===== src/rtl/uart_tx_device.sv =====
// rtl/uart_tx_device.sv - memory-mapped 8N1 UART transmitter with byte FIFO (optional parity: UART_TX_PARITY_EN)
module uart_tx_device #(
    parameter int          FIFO_DEPTH      = 8,
    parameter logic [15:0] DEFAULT_DIVISOR = 16'd434
) (
    input  logic        clk,
    input  logic        reset,
    input  logic [3:0]  address,
    input  logic [31:0] write_data,
    input  logic        write_enable,
    output logic [31:0] read_data,
    output logic        interrupt_request,
    output logic        tx
);

    localparam int AW = (FIFO_DEPTH > 1) ? $clog2(FIFO_DEPTH) : 1;
    localparam int CW = AW + 1;
    localparam logic [CW-1:0] DEPTH_COUNT = CW'(FIFO_DEPTH);

    typedef enum logic [2:0] {
        S_IDLE,
        S_START,
        S_DATA,
        S_PARITY,
        S_STOP
    } state_t;

    state_t        state;
    logic [7:0]    fifo_mem [FIFO_DEPTH];
    logic [AW-1:0] wr_ptr;
    logic [AW-1:0] rd_ptr;
    logic [CW-1:0] count;
    logic          ctrl_enable;
    logic          irq_enable;
`ifdef UART_TX_PARITY_EN
    logic          ctrl_odd;
    logic          parity_bit;
`endif
    logic [15:0]   divisor;
    logic          overflow;
    logic [15:0]   bit_cnt;
    logic [2:0]    bit_idx;
    logic [7:0]    shift_reg;

    logic [1:0]    reg_sel;
    logic          full;
    logic          empty;
    logic          busy;
    logic          data_write;
    logic          push;
    logic          pop;
    logic          bit_end;
    logic [15:0]   bit_reload;
    logic [7:0]    fifo_head;
    logic          unused_bits;

    assign reg_sel     = address[3:2];
    assign full        = (count == DEPTH_COUNT);
    assign empty       = (count == '0);
    assign busy        = (state != S_IDLE);
    assign data_write  = write_enable && (reg_sel == 2'd0);
    // Fullness uses the registered count, so a same-cycle pop never rescues a write.
    assign push        = data_write && !full;
    assign bit_end     = (bit_cnt == 16'd0);
    assign bit_reload  = (divisor == 16'd0) ? 16'd0 : divisor - 16'd1;
    assign fifo_head   = fifo_mem[rd_ptr];
    assign pop         = ctrl_enable && !empty &&
                         ((state == S_IDLE) || ((state == S_STOP) && bit_end));
    assign unused_bits = &{1'b0, address[1:0], write_data[31:16]};

    assign interrupt_request = irq_enable && empty && (state == S_IDLE);

    always_ff @(posedge clk) begin
        if (push) begin
            fifo_mem[wr_ptr] <= write_data[7:0];
        end
    end

    always_ff @(posedge clk or negedge reset) begin
        if (!reset) begin
            ctrl_enable <= 1'b0;
            irq_enable  <= 1'b0;
`ifdef UART_TX_PARITY_EN
            ctrl_odd    <= 1'b0;
`endif
            divisor     <= DEFAULT_DIVISOR;
            overflow    <= 1'b0;
            wr_ptr      <= '0;
            rd_ptr      <= '0;
            count       <= '0;
        end else begin
            if (write_enable) begin
                case (reg_sel)
                    2'd1: if (write_data[3]) overflow <= 1'b0;
                    2'd2: begin
                        ctrl_enable <= write_data[0];
                        irq_enable  <= write_data[1];
`ifdef UART_TX_PARITY_EN
                        ctrl_odd    <= write_data[2];
`endif
                    end
                    2'd3: divisor <= write_data[15:0];
                    default: ;
                endcase
            end
            if (data_write && full) begin
                overflow <= 1'b1;
            end
            if (push) begin
                wr_ptr <= wr_ptr + AW'(1);
            end
            if (pop) begin
                rd_ptr <= rd_ptr + AW'(1);
            end
            case ({push, pop})
                2'b10:   count <= count + CW'(1);
                2'b01:   count <= count - CW'(1);
                default: ;
            endcase
        end
    end

    // Every bit, including START, reloads the counter so a new DIVISOR lands on a bit boundary.
    always_ff @(posedge clk or negedge reset) begin
        if (!reset) begin
            state      <= S_IDLE;
            tx         <= 1'b1;
            bit_cnt    <= 16'd0;
            bit_idx    <= 3'd0;
            shift_reg  <= 8'd0;
`ifdef UART_TX_PARITY_EN
            parity_bit <= 1'b0;
`endif
        end else begin
            case (state)
                S_IDLE: begin
                    tx <= 1'b1;
                    if (pop) begin
                        state      <= S_START;
                        tx         <= 1'b0;
                        bit_cnt    <= bit_reload;
                        shift_reg  <= fifo_head;
`ifdef UART_TX_PARITY_EN
                        parity_bit <= ^fifo_head;
`endif
                    end
                end
                S_START: begin
                    if (bit_end) begin
                        state     <= S_DATA;
                        tx        <= shift_reg[0];
                        shift_reg <= {1'b0, shift_reg[7:1]};
                        bit_idx   <= 3'd0;
                        bit_cnt   <= bit_reload;
                    end else begin
                        bit_cnt <= bit_cnt - 16'd1;
                    end
                end
                S_DATA: begin
                    if (bit_end) begin
                        bit_cnt <= bit_reload;
                        if (bit_idx == 3'd7) begin
`ifdef UART_TX_PARITY_EN
                            state <= S_PARITY;
                            tx    <= parity_bit ^ ctrl_odd;
`else
                            state <= S_STOP;
                            tx    <= 1'b1;
`endif
                        end else begin
                            tx        <= shift_reg[0];
                            shift_reg <= {1'b0, shift_reg[7:1]};
                            bit_idx   <= bit_idx + 3'd1;
                        end
                    end else begin
                        bit_cnt <= bit_cnt - 16'd1;
                    end
                end
`ifdef UART_TX_PARITY_EN
                S_PARITY: begin
                    if (bit_end) begin
                        state   <= S_STOP;
                        tx      <= 1'b1;
                        bit_cnt <= bit_reload;
                    end else begin
                        bit_cnt <= bit_cnt - 16'd1;
                    end
                end
`endif
                S_STOP: begin
                    if (bit_end) begin
                        if (pop) begin
                            state      <= S_START;
                            tx         <= 1'b0;
                            bit_cnt    <= bit_reload;
                            shift_reg  <= fifo_head;
`ifdef UART_TX_PARITY_EN
                            parity_bit <= ^fifo_head;
`endif
                        end else begin
                            state <= S_IDLE;
                        end
                    end else begin
                        bit_cnt <= bit_cnt - 16'd1;
                    end
                end
                default: begin
                    state <= S_IDLE;
                    tx    <= 1'b1;
                end
            endcase
        end
    end

    always_comb begin
        read_data = 32'd0;
        case (reg_sel)
            2'd1: read_data = {16'd0, 8'(count), 4'd0, overflow, empty, full, busy};
            2'd2: begin
                read_data[0] = ctrl_enable;
                read_data[1] = irq_enable;
`ifdef UART_TX_PARITY_EN
                read_data[2] = ctrl_odd;
`endif
            end
            2'd3: read_data = {16'd0, divisor};
            default: read_data = 32'd0;
        endcase
    end

endmodule


===== config.mk =====
export PLATFORM = sky130hd
export DESIGN_NAME = uart_tx_device
export DESIGN_NICKNAME = d
export VERILOG_FILES = /design/src/rtl/uart_tx_device.sv
export SDC_FILE = /design/constraint.sdc
export NUM_CORES = 1
export LEC_CHECK = 0
export CORE_ASPECT_RATIO = 1.2
export CORE_MARGIN = 1
export CORE_UTILIZATION = 30
export DETAILED_ROUTE_END_ITERATION = 12
export SLEW_MARGIN = 20
export SYNTH_ARGS = -nofsm -noshare
export SYNTH_HDL_FRONTEND = slang
export SYNTH_SLANG_ARGS = --single-unit
export TNS_END_PERCENT = 100

===== constraint.sdc =====
create_clock -name clk -period 4 [get_ports clk]
set_input_delay 0.8 -clock clk [delete_from_list [all_inputs] [get_ports clk]]
set_output_delay 0.8 -clock clk [all_outputs]
set_load 0.005 [all_outputs]

# Yosys cells after proc, flatten, opt, wreduce, memory -nomap -nowiden
# Memories as Yosys holds them, arrays and structs flattened.
# Index checks and enable logic that the tools add are counted.
# totals
inputBits,39
regBits,60
ramBits,64
n_memories,1
# memory_table
memory,depth,word_bits,rd,rd_ports_with_merged_regs,wr,line,text
fifo_mem,8,8,1,0,1,29,logic [7:0] fifo_mem [FIFO_DEPTH];
# op_classes
reduce_logical,32
add_sub_neg,7
n_eq_ne,17
muxes,38
# ops
op,n
two-way mux 16 bit,4
case mux 16 bit (3 select lines),1
two-way mux 8 bit,5
logical NOT 16 bit,2
case mux 8 bit (4 select lines),1
"subtractor 16 x 1 -> 16 bit, second input constant",2
case mux 14 bit (2 select lines),1
two-way mux 3 bit,8
"inequality test 2 bit, second input constant",7
two-way mux 1 bit,13
case mux 3 bit (4 select lines),1
AND reduction 5 bit,2
nonzero test 2 bit,5
"adder 3 x 1 -> 3 bit, second input constant",3
logical AND 1 bit,8
case mux 4 bit (2 select lines),1
AND reduction 4 bit,2
"equality test 2 bit, second input constant",3
"equality test 3 bit, second input constant",2
case mux 2 bit (3 select lines),1
case mux 3 bit (2 select lines),1
nonzero test 3 bit,2
"adder 4 x 1 -> 4 bit, second input constant",1
"equality test 2 x 1 -> 1 bit, second input constant",2
14 further kinds,16

# Longest topological paths before layout
# Gate-level depths: netlist of the first run.
# logic_depth
ltp_word,7
mapped_depth,15
depth_no_buf,13

# Worst setup path before layout of the first run
# OpenSTA, ideal clock, no wires.
# synth_timing
path_kind,in2reg
start,input port address[3]
end,"memory fifo_mem[2][0], enable pin"
n_path_buf,0
cell_stages,4
arrival_time_ns,2.450
path_slack_ns,1.152
required_ns,3.602
cell_sequence,nand2b_1 nor3_1 inv_1 nor4b_1
# synth_via
elab_chain_cells,5
# synth_rtl
element,line,text
from (decl),8,"input logic [3:0] address,"
logical NOT 2 bit,61,assign data_write = write_enable && (reg_sel == 2'd0);
logical AND 1 bit,61,
logical AND 1 bit,63,assign push = data_write && !full;
two-way mux 1 bit,74,if (push) begin
two-way mux 1 bit (implied by the code),75,fifo_mem[wr_ptr] <= write_data[7:0];
to (decl),29,
# Every way passes these cells.

# Worst setup path after layout of the first run
# layout_timing
start,register state[2]
end,output port interrupt_request
# layout_via
elab_chain_cells,2
# layout_rtl
element,line,text
from (decl),28,state_t state;
from (signal assigned),126,state <= S_IDLE;
from (signal assigned),139,state <= S_START;
from (signal assigned),150,state <= S_DATA;
logical NOT 3 bit,71,assign interrupt_request = irq_enable && empty && (state == S_IDLE);
logical AND 1 bit,71,
to (decl),12,"output logic interrupt_request,"
# Every way passes these cells.

==> metrics.txt, run 1 <==
# TYPE chip_impl_metric gauge
chip_impl_metric{name="synth.yosys.warnings",unit=""} 0
chip_impl_metric{name="critical_path_arrival",unit="ns"} 2.54
chip_impl_metric{name="report.final.slew_viol_count",unit=""} 0
chip_impl_metric{name="grt_remaining_overflow",unit=""} 0
chip_impl_metric{name="post_drt_wl_per_cell",unit="µm"} 16.82
chip_impl_metric{name="peakVddDrop",unit="mV"} 0.2949
chip_impl_metric{name="post_synth_inst_count",unit=""} 538
chip_impl_metric{name="critPathMaxFanout",unit=""} 16
chip_impl_info{name="worstSetupEndpoint",value="interrupt_request"} 1
chip_impl_metric{name="quantity_of_gates_resized_following_cts",unit=""} 0
chip_impl_metric{name="clk_latency",unit="ns"} 0.41
chip_impl_metric{name="worstPathRequired",unit="ns"} 3.20
chip_impl_metric{name="global_route.usage.total",unit=""} 0.1390
chip_impl_metric{name="path_clk_slew",unit="ns"} 0.06
chip_impl_info{name="clock_tree_from_tritoncts",value="yes"} 1
chip_impl_metric{name="finish.net_count",unit=""} 630
chip_impl_info{name="outcome",value="completed"} 1
chip_impl_info{name="grt_setup_unrepaired",value="false"} 1
chip_impl_info{name="worstSetupStartpoint",value="state[2]$_DFFE_PN0P_"} 1
chip_impl_metric{name="die_area",unit="µm²"} 22200
chip_impl_metric{name="synth-seq-cells",unit=""} 124
chip_impl_metric{name="largest_register_ff_count",unit=""} 64
chip_impl_metric{name="number_of_placed_i_o_pins",unit=""} 73
chip_impl_info{name="r2r_start",value="bit_cnt[10]$_DFFE_PN0P_"} 1
chip_impl_metric{name="detailedRoute.firstIterationViolations",unit=""} 275
chip_impl_metric{name="slew_headroom",unit=""} 0.4294
chip_impl_metric{name="pin_count_of_the_biggest_net_entering_global_routing",unit=""} 37
chip_impl_metric{name="post-cts-setup-buffers",unit=""} 0
chip_impl_metric{name="clock_tree.buffer_depth",unit=""} 2
chip_impl_info{name="critPathKind",value="register to primary output"} 1
chip_impl_metric{name="hpwl_detailed",unit="µm"} 10220
chip_impl_metric{name="ff2ff_setup_slack",unit="ns"} 0.72
chip_impl_metric{name="reg2regPathDepth",unit=""} 11
chip_impl_metric{name="yosysSeqAreaShare",unit=""} 0.5292
chip_impl_metric{name="postPlaceCellArea",unit="µm²"} 7094
chip_impl_info{name="worst_setup_path_start_kind",value="register"} 1
chip_impl_metric{name="clock-sinks",unit=""} 124
chip_impl_metric{name="drive_above_1_share",unit=""} 0.1970
chip_impl_metric{name="vias_per_cell",unit=""} 5.076
chip_impl_metric{name="wire_length_of_the_first_global_routing_pass",unit="µm"} 23360
chip_impl_metric{name="max_capacitance_violation_total",unit=""} 0
chip_impl_metric{name="ctsHtreeMaxLevel",unit=""} 4
chip_impl_metric{name="number_of_antenna_violations_at_the_first_check_in_global_routing",unit=""} 0
chip_impl_metric{name="synthesis.area",unit="µm²"} 6482
chip_impl_metric{name="flow.area_growth_from_synthesis",unit="%"} 18.90
chip_impl_metric{name="io_buffer_count",unit=""} 38
chip_impl_metric{name="synth_edf_count",unit=""} 64
chip_impl_metric{name="maxClockFrequency",unit="GHz"} 0.2992
chip_impl_metric{name="globalplace.congestion",unit=""} 0.8914
chip_impl_metric{name="syn_avg_cell_area",unit="µm²"} 12.05
chip_impl_info{name="top_regs",value="fifo_mem: 64 flops, bit_cnt: 16 flops, divisor: 16 flops"} 1
chip_impl_metric{name="placeableCoreArea",unit="µm²"} 21050
chip_impl_metric{name="final_hold_viol_count",unit=""} 0
chip_impl_metric{name="final_util",unit=""} 0.3662
chip_impl_metric{name="antenna_left",unit=""} 0
chip_impl_metric{name="rows",unit=""} 58
chip_impl_info{name="endpoint_type_of_the_worst_setup_path",value="primary output"} 1
chip_impl_info{name="clock_tree.root_cell",value="clkbuf_16"} 1
chip_impl_metric{name="drt_drc_violations_left",unit=""} 0
chip_impl_metric{name="drt_pre_antenna_iters",unit=""} 5
chip_impl_info{name="regMostFlops",value="fifo_mem"} 1
chip_impl_metric{name="route.final.wire_length",unit="µm"} 14530
chip_impl_metric{name="power.static_leakage",unit="nW"} 2.816
chip_impl_metric{name="yosysUniqueCellTypes",unit=""} 73
chip_impl_metric{name="cts_hold_buf",unit=""} 0
chip_impl_metric{name="vias",unit=""} 4386
chip_impl_metric{name="tritoncts.num_buffers",unit=""} 17
chip_impl_metric{name="period_minus_slack",unit="ns"} 3.343
chip_impl_metric{name="tightestPinTransition",unit="ns"} 0.8558
chip_impl_metric{name="die_h",unit="µm"} 163.0
chip_impl_metric{name="final_min_period_over_clock_period",unit=""} 0.8357
chip_impl_metric{name="setup_viol_count_final",unit=""} 0
chip_impl_metric{name="finalClockSkew",unit="ns"} 0.006762
chip_impl_metric{name="via_count_of_the_first_global_routing_pass",unit=""} 4507
chip_impl_info{name="hold_path_class",value="primary input to asynchronous set/reset pin"} 1
chip_impl_metric{name="synth_async_sr_flop_share",unit=""} 0.4839
chip_impl_info{name="worstReg2RegEnd",value="count[2]$_DFFE_PN0P_"} 1
chip_impl_metric{name="postLayoutCellArea",unit="µm²"} 7707
chip_impl_metric{name="power.density",unit="nW/µm²"} 593.6
chip_impl_metric{name="timing.setup.tns",unit="ns"} 0
chip_impl_metric{name="starting_density_of_the_core",unit=""} 0.3080
chip_impl_metric{name="antenna_cell_count",unit=""} 0
chip_impl_info{name="synth-main-ff-cell",value="edfxtp_1"} 1
chip_impl_metric{name="chipWidth",unit="µm"} 136.2
-- cell type report --
cell class,count,area (µm²)
clock inverters,13,168.9
fillers,2042,13340
flip-flops and latches,124,3432
well taps,270,337.8
inverters,9,33.78
repair buffers,52,480.5
multi-input cells,377,2811
clock buffers,19,442.9
-- cells by family (layout without fill, tap and decap cells) --
logic type / after synthesis / count (layout) / share of synthesized area
simple gates: 168 / 168 / 0.1421
flops: 124 / 124 / 0.5292
compound gates: 97 / 97 / 0.09670
mux: 67 / 67 / 0.1407
buf+inv: 52 / 93 / 0.04574
xor+xnor: 19 / 19 / 0.02567
fa+ha+maj: 10 / 10 / 0.01930
other cells: 1 / 16 / 0.0005785
-- synthesized netlist by cell type (7+ instances only) --
cell,n,area share
edfxtp_1,64,0.30
dfrtp_1,54,0.21
nand2_1,45,0.026
o21ai_0,36,0.028
nor2_1,33,0.019
mux2_2,32,0.056
a21oi_1,18,0.014
mux2i_1,18,0.028
buf_4,17,0.020
nor3_1,17,0.013
clkbuf_1,16,0.0093
mux4_2,16,0.056
xor2_1,12,0.016
nor2b_1,11,0.011
ha_1,10,0.019
and3_1,9,0.0087
inv_1,9,0.0052
nor4_1,8,0.0077
a22oi_1,7,0.0081
xnor2_1,7,0.0095
-- where the power goes --
part           switching (mW)  internal [mW]  total, mW  leakage [nW]
Sequential              0.397           1.59       1.99          1.30
Combinational           0.442          0.570       1.01          1.23
Clock                   0.579           1.00       1.58         0.286
Total                    1.42           3.16       4.58          2.82
-- metrics by stage --
stage	cells	setup WS, ns	total power [mW]	hold slack [ns]
5_1_grt	864	0.4939	4.805	0.5293
4_1_cts	864	0.6728	4.601	0.5161
6_report	864	0.6573	4.575	0.4937
3_3_place_gp	832	0.7343	2.958	0.4868
2_1_floorplan	553	1.152	2.679	0.4677
3_5_place_dp	832	0.6537	3.012	0.4948
-- routing by layer --
layer,vias to the layer above,GRT usage,routed length [µm],share of wire
li1,2080,-,-,-
met4,0,0.06061,222,0.015
met5,-,0,0,0
met3,14,0.02452,561,0.039
met1,2173,0.1709,6334,0.44
met2,119,0.2370,7413,0.51
-- worst min path at each step --
stage                                  start                       end  slack, ns  cells past startpoint
floorplan               overflow$_DFFE_PN0P_      overflow$_DFFE_PN0P_       0.47                      2
global placement    shift_reg[3]$_DFFE_PN0P_  shift_reg[3]$_DFFE_PN0P_       0.49                      1
detailed placement  shift_reg[6]$_DFFE_PN0P_  shift_reg[6]$_DFFE_PN0P_       0.49                      1
CTS                                    reset   divisor[14]$_DFFE_PN0P_       0.52                      1
global route        shift_reg[1]$_DFFE_PN0P_  shift_reg[1]$_DFFE_PN0P_       0.53                      1
finish                                 reset   divisor[14]$_DFFE_PN0P_       0.49                      1
-- worst max-delay path, cell delays in order (launching register included) --
cell and delay (ns):
dfrtp_1 0.54, or3_2 0.65, nor4bb_1 0.36, clkdlybuf4s50_1 0.58
-- cells in the final DEF, fill, tap and decap left out, types with 14 or more instances in the layout --
master | synthesis | layout
o21ai_0 | 36 | 36
dfrtp_1 | 54 | 53
clkdlybuf4s50_1 | 0 | 37
a21oi_1 | 18 | 18
mux2_2 | 32 | 32
nor3_1 | 17 | 17
mux2i_1 | 18 | 18
nand2_1 | 45 | 45
clkbuf_16 | 0 | 17
buf_4 | 17 | 14
edfxtp_1 | 64 | 64
conb_1 | 1 | 16
mux4_2 | 16 | 16
nor2_1 | 33 | 33
Note: power is estimated with default switching activity, not from simulation.
==> inputs of run 2 (changes only) <==
==> constraint.sdc (replaced) <==
create_clock -name clk -period 3.1 [get_ports clk]
set_input_delay 0.62 -clock clk [delete_from_list [all_inputs] [get_ports clk]]
set_output_delay 0.62 -clock clk [all_outputs]
set_load 0.005 [all_outputs]
==> run 2 against run 1 <==
Worst hold slack worse by 0.32 ns. Largest cell class unchanged. Sequential share of layout area down 0.41 points. Worst setup slack got worse by 0.48 ns. Highest routed layer unchanged. Largest power group unchanged. First-iteration DRC count is 29% lower.
==> metrics.txt, run 2 (same netlist as run 1, synthesis figures left out) <==
# TYPE chip_impl_metric gauge
chip_impl_metric{name="vias",unit=""} 4487
chip_impl_metric{name="hpwl_detailed",unit="µm"} 10580
chip_impl_info{name="clock_tree_from_tritoncts",value="yes"} 1
chip_impl_metric{name="switchingPower",unit="mW"} 1.836
chip_impl_metric{name="period_minus_slack",unit="ns"} 2.924
chip_impl_metric{name="postLayoutCellArea",unit="µm²"} 7776
chip_impl_metric{name="final_util",unit=""} 0.3695
chip_impl_metric{name="number_of_antenna_violations_at_the_first_check_in_global_routing",unit=""} 0
chip_impl_metric{name="tritoncts.num_buffers",unit=""} 17
chip_impl_metric{name="flow.area_growth_from_synthesis",unit="%"} 19.96
chip_impl_metric{name="path_clk_slew",unit="ns"} 0.06
chip_impl_metric{name="chipWidth",unit="µm"} 136.2
chip_impl_metric{name="via_count_of_the_first_global_routing_pass",unit=""} 4519
chip_impl_metric{name="pin_count_of_the_biggest_net_entering_global_routing",unit=""} 40
chip_impl_metric{name="timing.setup.tns",unit="ns"} 0
chip_impl_metric{name="vias_per_cell",unit=""} 5.122
chip_impl_metric{name="finalClockSkew",unit="ns"} 0.008346
chip_impl_metric{name="critical_path_arrival",unit="ns"} 2.30
chip_impl_metric{name="detailedRoute.firstIterationViolations",unit=""} 196
chip_impl_metric{name="io_buffer_count",unit=""} 38
chip_impl_metric{name="worstPathRequired",unit="ns"} 2.48
chip_impl_info{name="worst_setup_path_start_kind",value="primary input"} 1
chip_impl_metric{name="grt_remaining_overflow",unit=""} 0
chip_impl_metric{name="critPathMaxFanout",unit=""} 14
chip_impl_metric{name="die_h",unit="µm"} 163.0
chip_impl_metric{name="setup_viol_count_final",unit=""} 0
chip_impl_info{name="globalRoute.busiestLayer",value="met2"} 1
chip_impl_metric{name="tightestPinTransition",unit="ns"} 0.8775
chip_impl_metric{name="slew_headroom",unit=""} 0.4105
chip_impl_metric{name="seq_power_share",unit=""} 0.425
chip_impl_metric{name="rows",unit=""} 58
chip_impl_metric{name="route.final.wire_length",unit="µm"} 14720
chip_impl_metric{name="area_of_combinational_cells_with_multiple_inputs",unit="µm²"} 2815
chip_impl_metric{name="starting_density_of_the_core",unit=""} 0.3080
chip_impl_info{name="endpoint_type_of_the_worst_setup_path",value="primary output"} 1
chip_impl_metric{name="power.static_leakage",unit="nW"} 2.877
chip_impl_metric{name="post-cts-setup-buffers",unit=""} 0
chip_impl_metric{name="finalHoldWorstSlack",unit="ns"} 0.1767
chip_impl_metric{name="clock_power_share",unit=""} 0.335
chip_impl_metric{name="largest_register_ff_count",unit=""} 64
chip_impl_metric{name="wire_length_of_the_first_global_routing_pass",unit="µm"} 24010
chip_impl_metric{name="layout.filler_cells",unit=""} 2037
chip_impl_metric{name="postPlaceCellArea",unit="µm²"} 7184
chip_impl_metric{name="placeableCoreArea",unit="µm²"} 21050
chip_impl_metric{name="area.sequential",unit="µm²"} 3431
chip_impl_metric{name="max_capacitance_violation_total",unit=""} 0
chip_impl_metric{name="global_routing_met1_resource_utilization",unit=""} 0.1711
chip_impl_info{name="hold_path_class",value="primary input to asynchronous set/reset pin"} 1
chip_impl_metric{name="clock-sinks",unit=""} 124
chip_impl_metric{name="ctsHtreeMaxLevel",unit=""} 4
chip_impl_metric{name="finish.net_count",unit=""} 642
chip_impl_metric{name="clk_latency",unit="ns"} 0.42
chip_impl_metric{name="comb_power_share",unit=""} 0.240
chip_impl_metric{name="intPower",unit="mW"} 4.009
chip_impl_metric{name="post_drt_wl_per_cell",unit="µm"} 16.80
chip_impl_info{name="outcome",value="completed"} 1
chip_impl_info{name="grt_setup_unrepaired",value="false"} 1
chip_impl_metric{name="final_min_period_over_clock_period",unit=""} 0.9431
chip_impl_metric{name="antenna_cell_count",unit=""} 0
chip_impl_info{name="critPathKind",value="primary input to primary output"} 1
chip_impl_metric{name="global_route.usage.total",unit=""} 0.1421
chip_impl_info{name="clock_tree.root_cell",value="clkbuf_16"} 1
chip_impl_info{name="final_common_cell",value="edfxtp_1"} 1
chip_impl_info{name="top_regs",value="fifo_mem: 64 flops, bit_cnt: 16 flops, divisor: 16 flops"} 1
chip_impl_metric{name="power.density",unit="nW/µm²"} 751.7
chip_impl_info{name="regMostFlops",value="fifo_mem"} 1
chip_impl_metric{name="die_area",unit="µm²"} 22200
chip_impl_metric{name="sw_frac_of_total",unit=""} 0.3141
chip_impl_metric{name="use_met3",unit=""} 0.03662
chip_impl_metric{name="drt_pre_antenna_iters",unit=""} 4
chip_impl_metric{name="report.final.slew_viol_count",unit=""} 0
chip_impl_metric{name="clock_tree.buffer_depth",unit=""} 2
chip_impl_info{name="final_cell_mix",value="edfxtp_1, dfrtp_1, nand2_1"} 1
chip_impl_metric{name="drive_above_1_share",unit=""} 0.2096
chip_impl_metric{name="grt.met2_usage",unit=""} 0.2386
chip_impl_metric{name="antenna_left",unit=""} 0
chip_impl_metric{name="maxClockFrequency",unit="GHz"} 0.3420
chip_impl_metric{name="final_hold_viol_count",unit=""} 0
chip_impl_metric{name="ff2ff_setup_slack",unit="ns"} 0.27
chip_impl_metric{name="number_of_placed_i_o_pins",unit=""} 73
chip_impl_metric{name="drt_drc_violations_left",unit=""} 0
chip_impl_metric{name="globalplace.congestion",unit=""} 0.8717
chip_impl_metric{name="peakVddDrop",unit="mV"} 0.4411
run 2: changes by cell type in the layout (fill, tap and decap cells not counted), sizes merged:
cell,change
buf,+12
clkinvlp,-2
clkinv,+1
inv,+4
bufinv,-1
clkbuf,-2
run 2: worst max-delay path: stages:
cell and delay [ns]:
clkdlybuf4s50_1 0.65, buf_4 0.25, nand2_1 0.06, o21ai_0 0.18
clkdlybuf4s50_1 0.54
run 2: path summary, 6_finish.rpt:
kind	end	cells after the start	start
max	read_data[0]	5	address[2]
min in group clk	shift_reg[2]$_DFFE_PN0P_	1	shift_reg[2]$_DFFE_PN0P_
max reg2reg	bit_cnt[4]$_DFFE_PN0P_	9	bit_cnt[0]$_DFFE_PN0P_
max in group asynchronous	divisor[4]$_DFFE_PN1P_	2	reset
min	bit_idx[1]$_DFFE_PN0P_	1	reset
min reg2reg	shift_reg[2]$_DFFE_PN0P_	1	shift_reg[2]$_DFFE_PN0P_
run 2: layout make-up:
cell class,instances,area share
inverters,9,0.004344
clock buffers,17,0.05471
repair buffers,64,0.07337
clock inverters,15,0.02092
well taps,270,0.04344
multi-input cells,377,0.3620
flip-flops and latches,124,0.4412
run 2: through the flow:
step | total power [mW] | instances | setup WS, ns
global route | 6.169 | 876 | 0.01761
detailed placement | 3.919 | 844 | 0.1546
finish | 5.845 | 876 | 0.1764
CTS | 5.900 | 876 | 0.06476
global placement | 3.859 | 844 | 0.2012
floorplan | 3.457 | 553 | 0.2774
run 2: power by group through the flow:
stage / combinational (mW) / clock, mW / sequential [mW]
2_1_floorplan: 1.15 / 0 / 2.31
3_3_place_gp: 1.37 / 0 / 2.49
3_5_place_dp: 1.41 / 0 / 2.51
4_1_cts: 1.42 / 2.00 / 2.48
5_1_grt: 1.56 / 2.07 / 2.54
6_report: 1.40 / 1.96 / 2.48
run 2: what timing repair did:
| item | 4_1_cts | 5_1_grt |
|---|---|---|
| setup endpoints to repair | 0 | 1 |
| hold buffers | 0 | 0 |
| resized for setup | 0 | 1 |
run 2: metal layers:
metal / up-vias / routed length (µm)
met5: - / 0
met4: 0 / 314
met3: 29 / 783
met2: 136 / 7607
met1: 2208 / 6010
li1: 2114 / -
